File: src/rtl/cordic_scheduler_q16.sv
// Two-requester scheduler for a shared CORDIC core and its sign handler.
// Requests are granted round-robin. Each granted angle (signed Q16.16
// radians) is reduced to a first-quadrant core angle plus quadrant/sign
// information. The core is started, the sign-handler result is awaited
// (with a timeout), and the response is held until it is accepted.
module cordic_scheduler_q16 #(
    parameter int TIMEOUT = 64
) (
    input  logic        clk,
    input  logic        rst_n,
    input  logic [1:0]  req_valid,
    output logic [1:0]  req_ready,
    input  logic [31:0] req_angle0,
    input  logic [31:0] req_angle1,
    input  logic [1:0]  req_mode,
    output logic        resp_valid,
    input  logic        resp_ready,
    output logic        resp_id,
    output logic [31:0] resp_data,
    output logic        resp_err,
    output logic        core_start,
    output logic [31:0] core_angle,
    input  logic        core_done,
    output logic [1:0]  sh_kuadran,
    output logic        sh_isNegative,
    output logic        sh_mode,
    input  logic        sh_done,
    input  logic [31:0] sh_result,
    output logic        busy
);

    localparam int DATA_W = 32;
    localparam int CNT_W  = $clog2(TIMEOUT + 1);

    // Angle landmarks in Q16.16, widened to 33 bits so |angle| of the most
    // negative input still compares correctly.
    localparam logic [32:0] HALF_PI       = 33'd102944;
    localparam logic [32:0] PI            = 33'd205887;
    localparam logic [32:0] THREE_HALF_PI = 33'd308831;
    localparam logic [32:0] TWO_PI        = 33'd411775;
    localparam logic [32:0] MOST_NEG_ABS  = 33'h0_8000_0000;

    typedef enum logic [2:0] {
        IDLE,
        REDUCE,
        START,
        WAIT,
        RESP
    } state_t;

    typedef struct packed {
        logic              err;
        logic [1:0]        kuadran;
        logic [DATA_W-1:0] angle;
    } reduce_t;

    // Magnitude of a signed Q16.16 angle, computed one bit wider so that
    // 0x80000000 yields +2^31 instead of wrapping.
    function automatic logic [32:0] abs_angle(input logic signed [DATA_W-1:0] angle);
        logic signed [32:0] wide;
        wide = 33'(angle);
        if (wide < 0) begin
            wide = -wide;
        end
        return wide;
    endfunction

    // Quadrant reduction: folds |angle| into [0, pi/2] and reports which
    // quadrant it came from. Anything at or beyond a full turn is an error.
    function automatic reduce_t reduce_angle(input logic signed [DATA_W-1:0] angle);
        reduce_t     r;
        logic [32:0] a;
        logic [32:0] d;
        r = '0;
        d = '0;
        a = abs_angle(angle);
        if (a >= TWO_PI || a == MOST_NEG_ABS) begin
            r.err = 1'b1;
        end else if (a < HALF_PI) begin
            r.kuadran = 2'b00;
            d         = a;
        end else if (a < PI) begin
            r.kuadran = 2'b01;
            d         = PI - a;
        end else if (a < THREE_HALF_PI) begin
            r.kuadran = 2'b10;
            d         = a - PI;
        end else begin
            r.kuadran = 2'b11;
            d         = TWO_PI - a;
        end
        r.angle = d[DATA_W-1:0];
        return r;
    endfunction

    state_t                    state_q;
    state_t                    state_d;
    logic                      rr_ptr;
    logic                      grant_id;
    logic [CNT_W-1:0]          cnt_q;
    logic                      timeout_hit;
    logic signed [DATA_W-1:0]  angle_q;
    logic                      mode_q;
    logic                      id_q;
    reduce_t                   red;
    logic                      unused_core_done;

    // The core's own done level is not needed: completion is signalled by
    // the sign handler further down the chain.
    assign unused_core_done = core_done;

    assign grant_id    = req_valid[rr_ptr] ? rr_ptr : ~rr_ptr;
    assign timeout_hit = (cnt_q == CNT_W'(TIMEOUT - 1));
    assign red         = reduce_angle(angle_q);
    assign busy        = (state_q != IDLE);

    // State register.
    always_ff @(posedge clk or negedge rst_n) begin
        if (!rst_n) begin
            state_q <= IDLE;
        end else begin
            state_q <= state_d;
        end
    end

    // Next-state logic plus the combinational accept and start pulses.
    always_comb begin
        state_d    = state_q;
        req_ready  = 2'b00;
        core_start = 1'b0;
        case (state_q)
            IDLE: begin
                if (|req_valid) begin
                    // Gated by rst_n so no accept is shown while held in reset.
                    req_ready[grant_id] = rst_n;
                    state_d             = REDUCE;
                end
            end
            REDUCE: begin
                state_d = red.err ? RESP : START;
            end
            START: begin
                core_start = 1'b1;
                state_d    = WAIT;
            end
            WAIT: begin
                if (sh_done || timeout_hit) begin
                    state_d = RESP;
                end
            end
            RESP: begin
                if (resp_ready) begin
                    state_d = IDLE;
                end
            end
            default: begin
                state_d = IDLE;
            end
        endcase
    end

    // Request capture, round-robin pointer and WAIT timeout counter.
    always_ff @(posedge clk or negedge rst_n) begin
        if (!rst_n) begin
            rr_ptr  <= 1'b0;
            cnt_q   <= '0;
            angle_q <= '0;
            mode_q  <= 1'b0;
            id_q    <= 1'b0;
        end else begin
            case (state_q)
                IDLE: begin
                    if (|req_valid) begin
                        angle_q <= grant_id ? req_angle1 : req_angle0;
                        mode_q  <= req_mode[grant_id];
                        id_q    <= grant_id;
                    end
                end
                START: begin
                    cnt_q <= '0;
                end
                WAIT: begin
                    if (!timeout_hit) begin
                        cnt_q <= cnt_q + 1'b1;
                    end
                end
                RESP: begin
                    // Fairness: the requester not just served gets priority next.
                    if (resp_ready) begin
                        rr_ptr <= ~id_q;
                    end
                end
                default: begin
                end
            endcase
        end
    end

    // Reduced angle and sign-handler controls, held until the next reduction.
    always_ff @(posedge clk or negedge rst_n) begin
        if (!rst_n) begin
            core_angle    <= '0;
            sh_kuadran    <= 2'b00;
            sh_isNegative <= 1'b0;
            sh_mode       <= 1'b0;
        end else if (state_q == REDUCE && !red.err) begin
            core_angle    <= red.angle;
            sh_kuadran    <= red.kuadran;
            sh_isNegative <= angle_q[DATA_W-1];
            sh_mode       <= mode_q;
        end
    end

    // Response registers: loaded on entry to RESP, held until accepted.
    always_ff @(posedge clk or negedge rst_n) begin
        if (!rst_n) begin
            resp_valid <= 1'b0;
            resp_id    <= 1'b0;
            resp_data  <= '0;
            resp_err   <= 1'b0;
        end else begin
            case (state_q)
                REDUCE: begin
                    if (red.err) begin
                        resp_valid <= 1'b1;
                        resp_id    <= id_q;
                        resp_data  <= '0;
                        resp_err   <= 1'b1;
                    end
                end
                WAIT: begin
                    if (sh_done) begin
                        resp_valid <= 1'b1;
                        resp_id    <= id_q;
                        resp_data  <= sh_result;
                        resp_err   <= 1'b0;
                    end else if (timeout_hit) begin
                        resp_valid <= 1'b1;
                        resp_id    <= id_q;
                        resp_data  <= '0;
                        resp_err   <= 1'b1;
                    end
                end
                RESP: begin
                    if (resp_ready) begin
                        resp_valid <= 1'b0;
                    end
                end
                default: begin
                end
            endcase
        end
    end

endmodule
File: config.mk
export PLATFORM = sky130hd
export DESIGN_NAME = cordic_scheduler_q16
export DESIGN_NICKNAME = d
export VERILOG_FILES = /design/src/rtl/cordic_scheduler_q16.sv
export SDC_FILE = /design/constraint.sdc
export NUM_CORES = 1
export LEC_CHECK = 0
export ABC_AREA = 1
export CAP_MARGIN = 40
export CORE_ASPECT_RATIO = 1.25
export CORE_UTILIZATION = 52
export DETAILED_ROUTE_END_ITERATION = 7
export PLACE_DENSITY = 0.83
export SETUP_SLACK_MARGIN = 0.4
export SYNTH_ARGS = -nofsm -noshare
export SYNTH_HDL_FRONTEND = slang
export SYNTH_SLANG_ARGS = --single-unit
export TNS_END_PERCENT = 10
File: constraint.sdc
create_clock -name clk -period 4.1 [get_ports clk]
set_clock_uncertainty 0.15 [all_clocks]
set_input_delay 0.41 -clock clk [delete_from_list [all_inputs] [get_ports clk]]
set_output_delay 0.41 -clock clk [all_outputs]
set_load 0.01 [all_outputs]
==> out/metrics.yaml <==
status: "completed"
ant_nets: 0
drt-initial-drc-count: 599
synth-compound-area-share_pct: 11.9
synth_cells: 1176
netlist_top_cells_area: "dfrtp_1 (37%), nand2_1 (18%), nor2_1 (6.9%), nand3_1 (6.3%), inv_1 (4.9%)"
synth_top_family_by_area: "simple AND/OR/NAND/NOR gates"
cap_violations: 0
multiInputGateArea_mm2: 0.00443
tritoncts: "built"
start_util_pct: 53.1
final_core_utilization_pct: 70.7
antenna_found_initial: 0
ys_seq_area_share_pct: 36.6
seq_area_mm2: 0.00290
worstPathCellList: "inv_4 -> ha_4 -> nand2_2 -> nor2_4 -> nor2_1 -> nand2_1 -> nand2_1 -> inv_1 -> ha_1 -> nand3_1 -> nand2_1 -> o21ai_1 -> nor3_2 -> nand2_1 -> nand3_2 -> nand2_1 -> nand4_4 -> buf_12 -> nand3_4 -> nand2_1 -> nand2_1"
hold_viol_final: 0
synth_most_common_cell: "nand2_1"
hpwl_um: 17900
clk_path_buf_depth: 2
grt_pass1_vias: 7982
cts.htree.levels: 4
die_w_um: 112
synth_fp_nets: 1289
slew_violations: 0
swShare_pct: 51.7
grtUsageMet1_pct: 37.5
crit_path_max_incr_delay_ns: 0.47
p_leak_nw: 5.08
yosys.area.top_type: "dfrtp_1"
final_nets: 1473
grt_first_pass_wirelength_um: 39200
clock_sinks: 116
boundaryPins: 180
pwr-share-comb_pct: 58.5
cts_root_buffer: "clkbuf_16"
core-area_mm2: 0.0150
die-area_mm2: 0.0158
synth_adder_area_share_pct: 1.26
grt_overflow: 0
ys_seq_elements: 116
row_count: 50
finalCriticalPeriod_ns: 3.49
fillers: 1262
fp.dieH_um: 140
layout-drive-gt1-share_pct: 11.5
place_congestion: 1.01
portBuffers: 178
crit_path_top_delay_cell: "dfrtp_2"
clock_latency_ns: 0.44
clk_pin_slew_ns: 0.06
track_usage_pct: 31.6
synthSimpleGateAreaFrac_pct: 41.2
synth_edf_count: 0
synth_xor_area_share_pct: 0.773
worst-path-max-fanout: 18
setup_viol: 0
synth_top_area_share_pct: 36.6
drt_first_pass_iters: 6
p_sw_w: 0.00381
slew_headroom_pct: 44.3
viasPerCell: 5.50
start_kind: "flip-flop"
wl_per_cell_um: 15.5
final.period_utilization_pct: 85.0
busiest_layer: "met2"
ys_top_cells_by_count: "nand2_1 (382), nor2_1 (146), dfrtp_1 (116), inv_1 (104), nand3_1 (100)"
rsz0062_at_grt: "yes"
grt_use_met3_pct: 6.19
power.density_mw_per_mm2: 696
required_ns: 4.27
setup_tns_ns: 0
max_freq_ghz: 0.287
end_kind: "flip-flop"
use_met2_pct: 55.4
internal_power_w: 0.00355
path_class: "reg2reg"
syn_area_per_cell_um2: 6.75
ys_types: 39
routed_wl_um: 24000
synthMuxAreaShare_pct: 0
ys.flop_type: "dfrtp_1"
drcViolationCount: 0
tightest_slew_ns: 0.834
grt_start_max_net_pins: 69
path_common_cell: "nand2_1"
numCtsBuffers: 17
async_reset_ff_share_pct: 100
arrival_ns: 3.66
clkPwrFrac_pct: 19.6
vias: 8554
peakVddDrop_uv: 436
yosysWarnings: 0
seq_power_share_pct: 21.9
hold_path.class: "reg2reg"
area_delta_synth_final_pct: 33.1
synth_area_mm2: 0.00794
n_antenna_cell: 0
[stage by stage]
stage	setup WS, ns	instance area, um^2	instances	power, W	hold slack, ns
4_1_cts	0.270	10500	1551	0.00724	0.306
3_3_place_gp	0.332	9880	1517	0.00573	0.299
2_1_floorplan	0.935	7940	1176	0.00459	-0.0356
5_1_grt	0.397	10600	1555	0.00795	0.322
3_5_place_dp	0.272	9910	1518	0.00577	0.308
6_report	0.614	10600	1555	0.00736	0.304
[placed cells by master (no fill, tap or decap), drive strengths merged, types with 2 or more instances in the layout]
| cell type | Yosys | final |
|---|---|---|
| a21oi | 44 | 44 |
| buf | 17 | 20 |
| clkbuf | 17 | 19 |
| clkdlybuf4s50 | 0 | 177 |
| clkinv | 2 | 6 |
| clkinvlp | 0 | 4 |
| dfrtp | 116 | 116 |
| ha | 8 | 8 |
| inv | 116 | 120 |
| nand2 | 409 | 409 |
| nand3 | 111 | 112 |
| nand4 | 26 | 26 |
| nor2 | 168 | 168 |
| nor3 | 16 | 16 |
| o211ai | 2 | 2 |
| o21ai | 76 | 76 |
| o22ai | 34 | 34 |
| xor2 | 6 | 6 |
[worst max-delay path, delay by kind of cell (launching register included)]
family	cells	cell delay [ns]
AOI/OAI and AO/OA	1	0.10
DFF	1	0.47
and+or+nand+nor	15	1.82
adders and majority gates	2	0.39
buffers and inverters	3	0.43
[power by group through the flow]
stage / registers, W / logic (W) / clock network, W
after floorplan: 0.00155 / 0.00304 / 0
after global placement: 0.00161 / 0.00412 / 0
after detailed placement: 0.00162 / 0.00416 / 0
after CTS: 0.00160 / 0.00418 / 0.00146
after global routing: 0.00164 / 0.00479 / 0.00151
final: 0.00161 / 0.00431 / 0.00144
[registers in the layout (all words and copies together), names as in the netlist]
name	flops
resp_err	1
resp_data	32
sh_mode	1
cnt_q	7
state_q	3
sh_isNegative	1
core_angle	32
angle_q	32
sh_kuadran	2
resp_valid	1
id_q	1
rr_ptr	1
resp_id	1
mode_q	1
[cell type report]
type,instances,share of cell area [%]
multi-input combinational,909,41.9
sequential,116,27.5
timing repair buffer,198,18.8
inverter,118,4.24
clock buffer,19,4.19
tap,182,2.16
clock inverter,13,1.20
[routing by layer]
| metal | vias to the layer above | part of all wire, % |
|---|---|---|
| li1 | 4186 | - |
| met1 | 3924 | 40 |
| met2 | 379 | 50 |
| met3 | 65 | 7.2 |
| met4 | 0 | 3.3 |
| met5 | - | 0 |
[cells by family (layout without fill, tap and decap cells)]
| kind of cell | Yosys count | after routing |
|---|---|---|
| simple gates | 733 | 734 |
| xor+xnor | 7 | 7 |
| compound gates | 160 | 160 |
| buf+inv | 152 | 348 |
| fa+ha+maj | 8 | 8 |
| flops | 116 | 116 |
[repair_timing]
item | CTS | global route
setup buffers | 0 | 3
gates resized for setup | 0 | 9
hold buffers | 1 | 0
gates cloned | 0 | 1
hold endpoints to repair | 46 | 0
pin swaps | 0 | 1
endpoints found under the setup margin | 37 | 72
[worst paths after layout]
kind,from,endpoint,slack (ns),depth (start not counted)
max in group asynchronous,rst_n,cnt_q[0]$_DFFE_PN0P_,2.37,4
setup / recovery,angle_q[0]$_DFFE_PN0P_,resp_data[28]$_DFFE_PN0P_,0.61,21
hold reg to reg,id_q$_DFFE_PN0P_,rr_ptr$_DFFE_PN0P_,0.30,1
hold / removal,id_q$_DFFE_PN0P_,rr_ptr$_DFFE_PN0P_,0.30,1
min in group asynchronous,rst_n,core_angle[21]$_DFFE_PN0P_,0.37,2
setup reg to reg,angle_q[0]$_DFFE_PN0P_,resp_data[28]$_DFFE_PN0P_,0.61,21
(Power assumes the default switching activity.)
